### config.mk
export PLATFORM = sky130hd
export DESIGN_NAME = keypad_scanner
export DESIGN_NICKNAME = d
export VERILOG_FILES = /design/src/rtl/keypad_scanner.sv
export SDC_FILE = /design/constraint.sdc
export NUM_CORES = 1
export LEC_CHECK = 0
export BUFFER_PORTS_ARGS = -buffer_cell sky130_fd_sc_hd__buf_2
export CAP_MARGIN = 15
export CORE_UTILIZATION = 56
export CTS_CLUSTER_SIZE = 20
export DETAILED_ROUTE_END_ITERATION = 10
export PLACE_DENSITY = 0.78
export SETUP_SLACK_MARGIN = 0.3
export SYNTH_ARGS = -nofsm -noshare
export SYNTH_HDL_FRONTEND = slang
export SYNTH_SLANG_ARGS = --single-unit
### constraint.sdc
create_clock -name clk_i -period 3.05 [get_ports clk_i]
set_input_delay 0.4575 -clock clk_i [delete_from_list [all_inputs] [get_ports clk_i]]
set_output_delay 0.4575 -clock clk_i [all_outputs]
set_load 0.01 [all_outputs]
### src/rtl/keypad_scanner.sv
// keypad_scanner: scans a 4x4 active-low keypad matrix and writes debounced key
// codes into a downstream FIFO.
//
// Ports
//   clk_i        system clock, rising edge
//   rst_n_i      asynchronous active-low reset
//   row_i[3:0]   keypad rows, active-low, asynchronous to clk_i
//   col_o[3:0]   column drive, active-low, exactly one bit low
//   fifo_full_i  downstream FIFO full flag
//   key_valid_o  one-cycle FIFO write strobe
//   key_code_o   key code {zeros, row[1:0], col[1:0]}
//   ovf_clr_i    synchronous clear of overflow_o
//   overflow_o   sticky flag: a debounced key was dropped because the FIFO was full
//
// state       | meaning
// ------------+-------------------------------------------------------------
// SCAN        | walking the columns, one per tick, looking for any low row
// DEB_PRESS   | column frozen, latched row must stay low for DEBOUNCE_TICKS ticks
// HELD        | key accepted, waiting for the latched row to go high
// DEB_RELEASE | latched row must stay high for DEBOUNCE_TICKS ticks
module keypad_scanner #(
  parameter int CLK_DIV        = 1000,
  parameter int DEBOUNCE_TICKS = 8,
  parameter int DATA_WIDTH     = 8
) (
  input  logic                  clk_i,
  input  logic                  rst_n_i,
  input  logic [3:0]            row_i,
  output logic [3:0]            col_o,
  input  logic                  fifo_full_i,
  output logic                  key_valid_o,
  output logic [DATA_WIDTH-1:0] key_code_o,
  input  logic                  ovf_clr_i,
  output logic                  overflow_o
);

  localparam int PW = $clog2(CLK_DIV);
  localparam int CW = $clog2(DEBOUNCE_TICKS + 1);

  localparam logic [1:0] ST_SCAN        = 2'd0;
  localparam logic [1:0] ST_DEB_PRESS   = 2'd1;
  localparam logic [1:0] ST_HELD        = 2'd2;
  localparam logic [1:0] ST_DEB_RELEASE = 2'd3;

  logic [3:0]            sync1_q, sync2_q;
  logic [PW-1:0]         presc_q;
  logic [1:0]            state_q, state_d;
  logic [1:0]            col_q, col_d;
  logic [1:0]            row_q, row_d;
  logic [CW-1:0]         cnt_q, cnt_d;
  logic                  valid_q, valid_d;
  logic [DATA_WIDTH-1:0] code_q, code_d;
  logic                  ovf_q, ovf_d;

  logic                  tick;
  logic                  accept;
  logic                  row_low;
  logic [1:0]            low_row;
  logic [CW-1:0]         cnt_inc;

  assign tick    = (presc_q == PW'(CLK_DIV - 1));
  assign row_low = ~sync2_q[row_q];
  assign cnt_inc = cnt_q + CW'(1);

  // Lowest-numbered low row wins when several rows are low together.
  always_comb begin
    low_row = 2'd0;
    for (int i = 3; i >= 0; i--) begin
      if (!sync2_q[i]) low_row = 2'(i);
    end
  end

  always_comb begin
    state_d = state_q;
    col_d   = col_q;
    row_d   = row_q;
    cnt_d   = cnt_q;
    accept  = 1'b0;
    if (tick) begin
      case (state_q)
        ST_SCAN: begin
          if (&sync2_q) begin
            col_d = col_q + 2'd1;
          end else begin
            row_d   = low_row;
            cnt_d   = '0;
            state_d = ST_DEB_PRESS;
          end
        end
        ST_DEB_PRESS: begin
          if (!row_low) begin
            state_d = ST_SCAN;
          end else begin
            cnt_d = cnt_inc;
            if (cnt_inc == CW'(DEBOUNCE_TICKS)) begin
              state_d = ST_HELD;
              accept  = 1'b1;
            end
          end
        end
        ST_HELD: begin
          if (!row_low) begin
            cnt_d   = '0;
            state_d = ST_DEB_RELEASE;
          end
        end
        default: begin
          if (row_low) begin
            state_d = ST_HELD;
          end else begin
            cnt_d = cnt_inc;
            if (cnt_inc == CW'(DEBOUNCE_TICKS)) begin
              state_d = ST_SCAN;
              col_d   = col_q + 2'd1;
            end
          end
        end
      endcase
    end
  end

  // A dropped key never disturbs the last delivered code.
  assign valid_d = accept & ~fifo_full_i;
  assign code_d  = valid_d ? DATA_WIDTH'({row_q, col_q}) : code_q;
  // Setting wins over a simultaneous clear so a drop is never lost.
  assign ovf_d   = (accept & fifo_full_i) ? 1'b1 : (ovf_clr_i ? 1'b0 : ovf_q);

  always_ff @(posedge clk_i or negedge rst_n_i) begin
    if (!rst_n_i) begin
      sync1_q <= 4'hF;
      sync2_q <= 4'hF;
      presc_q <= '0;
      state_q <= ST_SCAN;
      col_q   <= 2'd0;
      row_q   <= 2'd0;
      cnt_q   <= '0;
      valid_q <= 1'b0;
      code_q  <= '0;
      ovf_q   <= 1'b0;
    end else begin
      sync1_q <= row_i;
      sync2_q <= sync1_q;
      presc_q <= tick ? '0 : presc_q + PW'(1);
      state_q <= state_d;
      col_q   <= col_d;
      row_q   <= row_d;
      cnt_q   <= cnt_d;
      valid_q <= valid_d;
      code_q  <= code_d;
      ovf_q   <= ovf_d;
    end
  end

  // Decoded straight from the column register so reset drives 1110 immediately.
  assign col_o       = ~(4'b0001 << col_q);
  assign key_valid_o = valid_q;
  assign key_code_o  = code_q;
  assign overflow_o  = ovf_q;

endmodule

==> impl_results.md <==
* Status: finished with violations
* Failing checks: DRC
* CTS Root Cell: clkbuf_4
* Final hold vios at 0
* Initial antenna violation count at 0
* Layout Nets at 192
* Slew Viols, Final at 0
* Total design power at 0.735 mW
* Peak supply drop at 0.000317 V
* Final Wtd Congestion at 0.836
* Hold Path Class: input pin to asynchronous set/reset pin
* # diodes at 0
* Register area share after synthesis at 50.7%
* CTS buffer count at 5
* Setup bufs post-CTS at 0
* Core Footprint at 0.00281 mm2
* DRT iter0 DRCs at 41
* Dpl cells at 199
* First-pass GRT wire length at 4.70 mm
* Vias in the first global route at 1058
* Reg2reg start: presc_q[0]$_DFF_PN0_
* FF-to-FF path depth at 6
* # IOs at 22
* #FFs+latches synth at 34
* Die area at 0.00326 mm2
* Drt drc at 6
* Slew of the pin with the lowest slew margin at 0.721 ns
* Starting Density at 60.5%
* Crit path required time at 3.27 ns
* Synth cell types at 38
* Clock Skew at 0.00657 ns
* Hpwl dp at 2.00 mm
* Comb power frac at 2.8%
* Overall Global Routing Usage at 19.5%
* Worst setup path endpoint: cnt_q[0]$_DFFE_PN0P_
* Post-synthesis cell count at 152
* Synth area leaders: dfrtp_1 38%, dfstp_2 12%, ha_1 6.6%
* Min cycle time layout at 2.37 ns
* Mapped Area at 0.00170 mm2
* CTS clk-pin slew, worst paths at 0.10 ns
* Total gr overflow at 0
* Cts repair resizes at 0
* Max frequency at 0.423 GHz
* Asr flop ratio synth at 100%
* Clock Latency Late Sink at 0.33 ns
* Sw Pwr at 0.157 mW
* Max cap viols at 0
* R2r endpoint: cnt_q[0]$_DFFE_PN0P_
* Power Internal at 0.578 mW
* Yosys warning count at 0
* Hold Buf Count CTS at 0
* PD cells at 395 mW/mm2
* Switching share of total power at 21.3%
* CP startpoint: presc_q[0]$_DFF_PN0_
* Slew headroom at 51.9%
* FP Rows at 19
* WL final at 2.69 mm
* Most common cell in the netlist: dfrtp_1
* Setup crit end kind: flop
* Die width at 57.1 um
* Power share of the clock group at 34.0%
* Syn Area/Cell at 11.2 um2
* Top_reg_cell synth: dfrtp_1
* Synth area leader: dfrtp_1
* Layout cells sized above 1 at 26.7%
* DR WL/cell at 13.0 um
* Antenna-violating nets left at 0
* Synth-to-Final Area Change at 9.51%
* Final Non-Filler Cells at 207
* Largest net degree at the start of global routing at 35
* DR vias/cell at 5.66
* Post-Route Utilization at 66.3%
* Via count at 1172
* Commonest cells post-synth: 26 x dfrtp_1, 15 x inv_1, 15 x nor2_1, 11 x nand2_1, 9 x ha_1
* Crit Path Class: flop to flop
* Port bufs at 17
* Yosys top cell area share at 38.3%
* RSZ-0062 raised after global routing: no
* Number of flops mapped to enable cells by yosys at 0
* Clock sinks at 34
* Critical path peak fanout at 4
* Data arrival, critical path at 2.59 ns
* Crit path launch type: flop
* CTS tree: yes
* Setup_tns at 0 ns
* Max clock buf depth at 2
* Fraction of the cycle the final worst path needs at 77.6%
* Die Ht at 57.1 um
* Final setup fails at 0
* H-tree levels at 2
* Pre-antenna DRT Iters at 7
* Part of the power in registers at 63.2%
* Flop-to-flop setup slack at 0.68 ns
* LEAKAGE at 0.927 nW
-- power by group through the flow --
stage / logic, mW / registers (mW) / clock network [mW]
floorplan: 0.0111 / 0.472 / 0
global placement: 0.0206 / 0.472 / 0
detailed placement: 0.0211 / 0.473 / 0
CTS: 0.0211 / 0.464 / 0.263
global route: 0.0241 / 0.465 / 0.292
finish: 0.0205 / 0.464 / 0.250
-- logic make-up after synthesis --
logic type | synth area share, %
buffers and inverters | 5.75
DFF | 50.7
xor gates and xnor gates | 3.61
muxes | 10.4
adders and majority gates | 6.63
AOI/OAI and AO/OA | 7.37
and+or+nand+nor | 15.3
other | 0.221
-- layout by cell type, fill, tap and decap left out, drive strengths merged, types with 2 or more instances in the layout --
cell type | netlist | final
mux2i | 6 | 6
mux2 | 7 | 7
dfrtp | 26 | 26
o211ai | 2 | 2
a21oi | 2 | 2
ha | 9 | 9
xnor2 | 3 | 3
xor2 | 4 | 4
nand2 | 11 | 11
nand3 | 7 | 7
nor3 | 2 | 2
clkbuf | 0 | 7
or4 | 2 | 2
o21ai | 6 | 6
a22o | 2 | 2
dfstp | 8 | 8
nor2 | 15 | 15
buf | 5 | 18
inv | 15 | 15
nand4 | 3 | 3
conb | 1 | 4
-- how the worst min path moves through the flow --
stage / slack [ns] / depth (start not counted) / endpoint / start
final: 0.17 / 1 / col_q[0]$_DFFE_PN0P_ / rst_n_i
after global routing: 0.17 / 1 / sync1_q[3]$_DFF_PN1_ / row_i[3]
after CTS: 0.18 / 1 / state_q[0]$_DFFE_PN0P_ / rst_n_i
after detailed placement: 0.35 / 0 / sync2_q[3]$_DFF_PN1_ / sync1_q[3]$_DFF_PN1_
after global placement: 0.35 / 0 / sync2_q[1]$_DFF_PN1_ / sync1_q[1]$_DFF_PN1_
after floorplan: 0.16 / 0 / asynchronous set/reset pin / rst_n_i
-- registers in the layout, summed over array words and instances (netlist names), named ones only --
register,flops
overflow_o,1
state_q,1
col_q,2
sync2_q,4
row_q,2
presc_q,10
key_code_o,4
sync1_q,4
cnt_q,4
key_valid_o,1
-- worst max-delay path: stages (launching register included) --
cell and delay [ns]:
dfrtp_1 0.40, ha_1 0.28, nand3b_4 0.11, or4_4 0.51, a211oi_1 0.42, nand2_1 0.23, mux2_2 0.31
-- final cells by class --
class | count | area, um2
inverters | 15 | 56.3
repair buffers | 18 | 92.6
clock inverters | 1 | 5.00
well taps | 31 | 38.8
clock buffers | 7 | 55.1
multi-input cells | 101 | 751
flip-flops and latches | 34 | 861
fillers | 225 | 946
-- routing by layer --
metal	vias to the layer above	global-route usage, %	part of all wire [%]
met5	-	0	0
met4	0	11.5	2.3
met3	8	5.44	5.5
met2	37	30.6	47
met1	569	24.3	45
li1	558	-	-
-- metrics by stage --
| step | hold slack, ns | setup WS [ns] | cell area [um2] |
|---|---|---|---|
| after floorplan | 0.162 | 0.797 | 1710 |
| after global placement | 0.345 | 0.820 | 1800 |
| after detailed placement | 0.348 | 0.728 | 1800 |
| after CTS | 0.180 | 0.712 | 1860 |
| after global routing | 0.170 | 0.561 | 1860 |
| final | 0.170 | 0.685 | 1860 |
(Power assumes the default switching activity.)
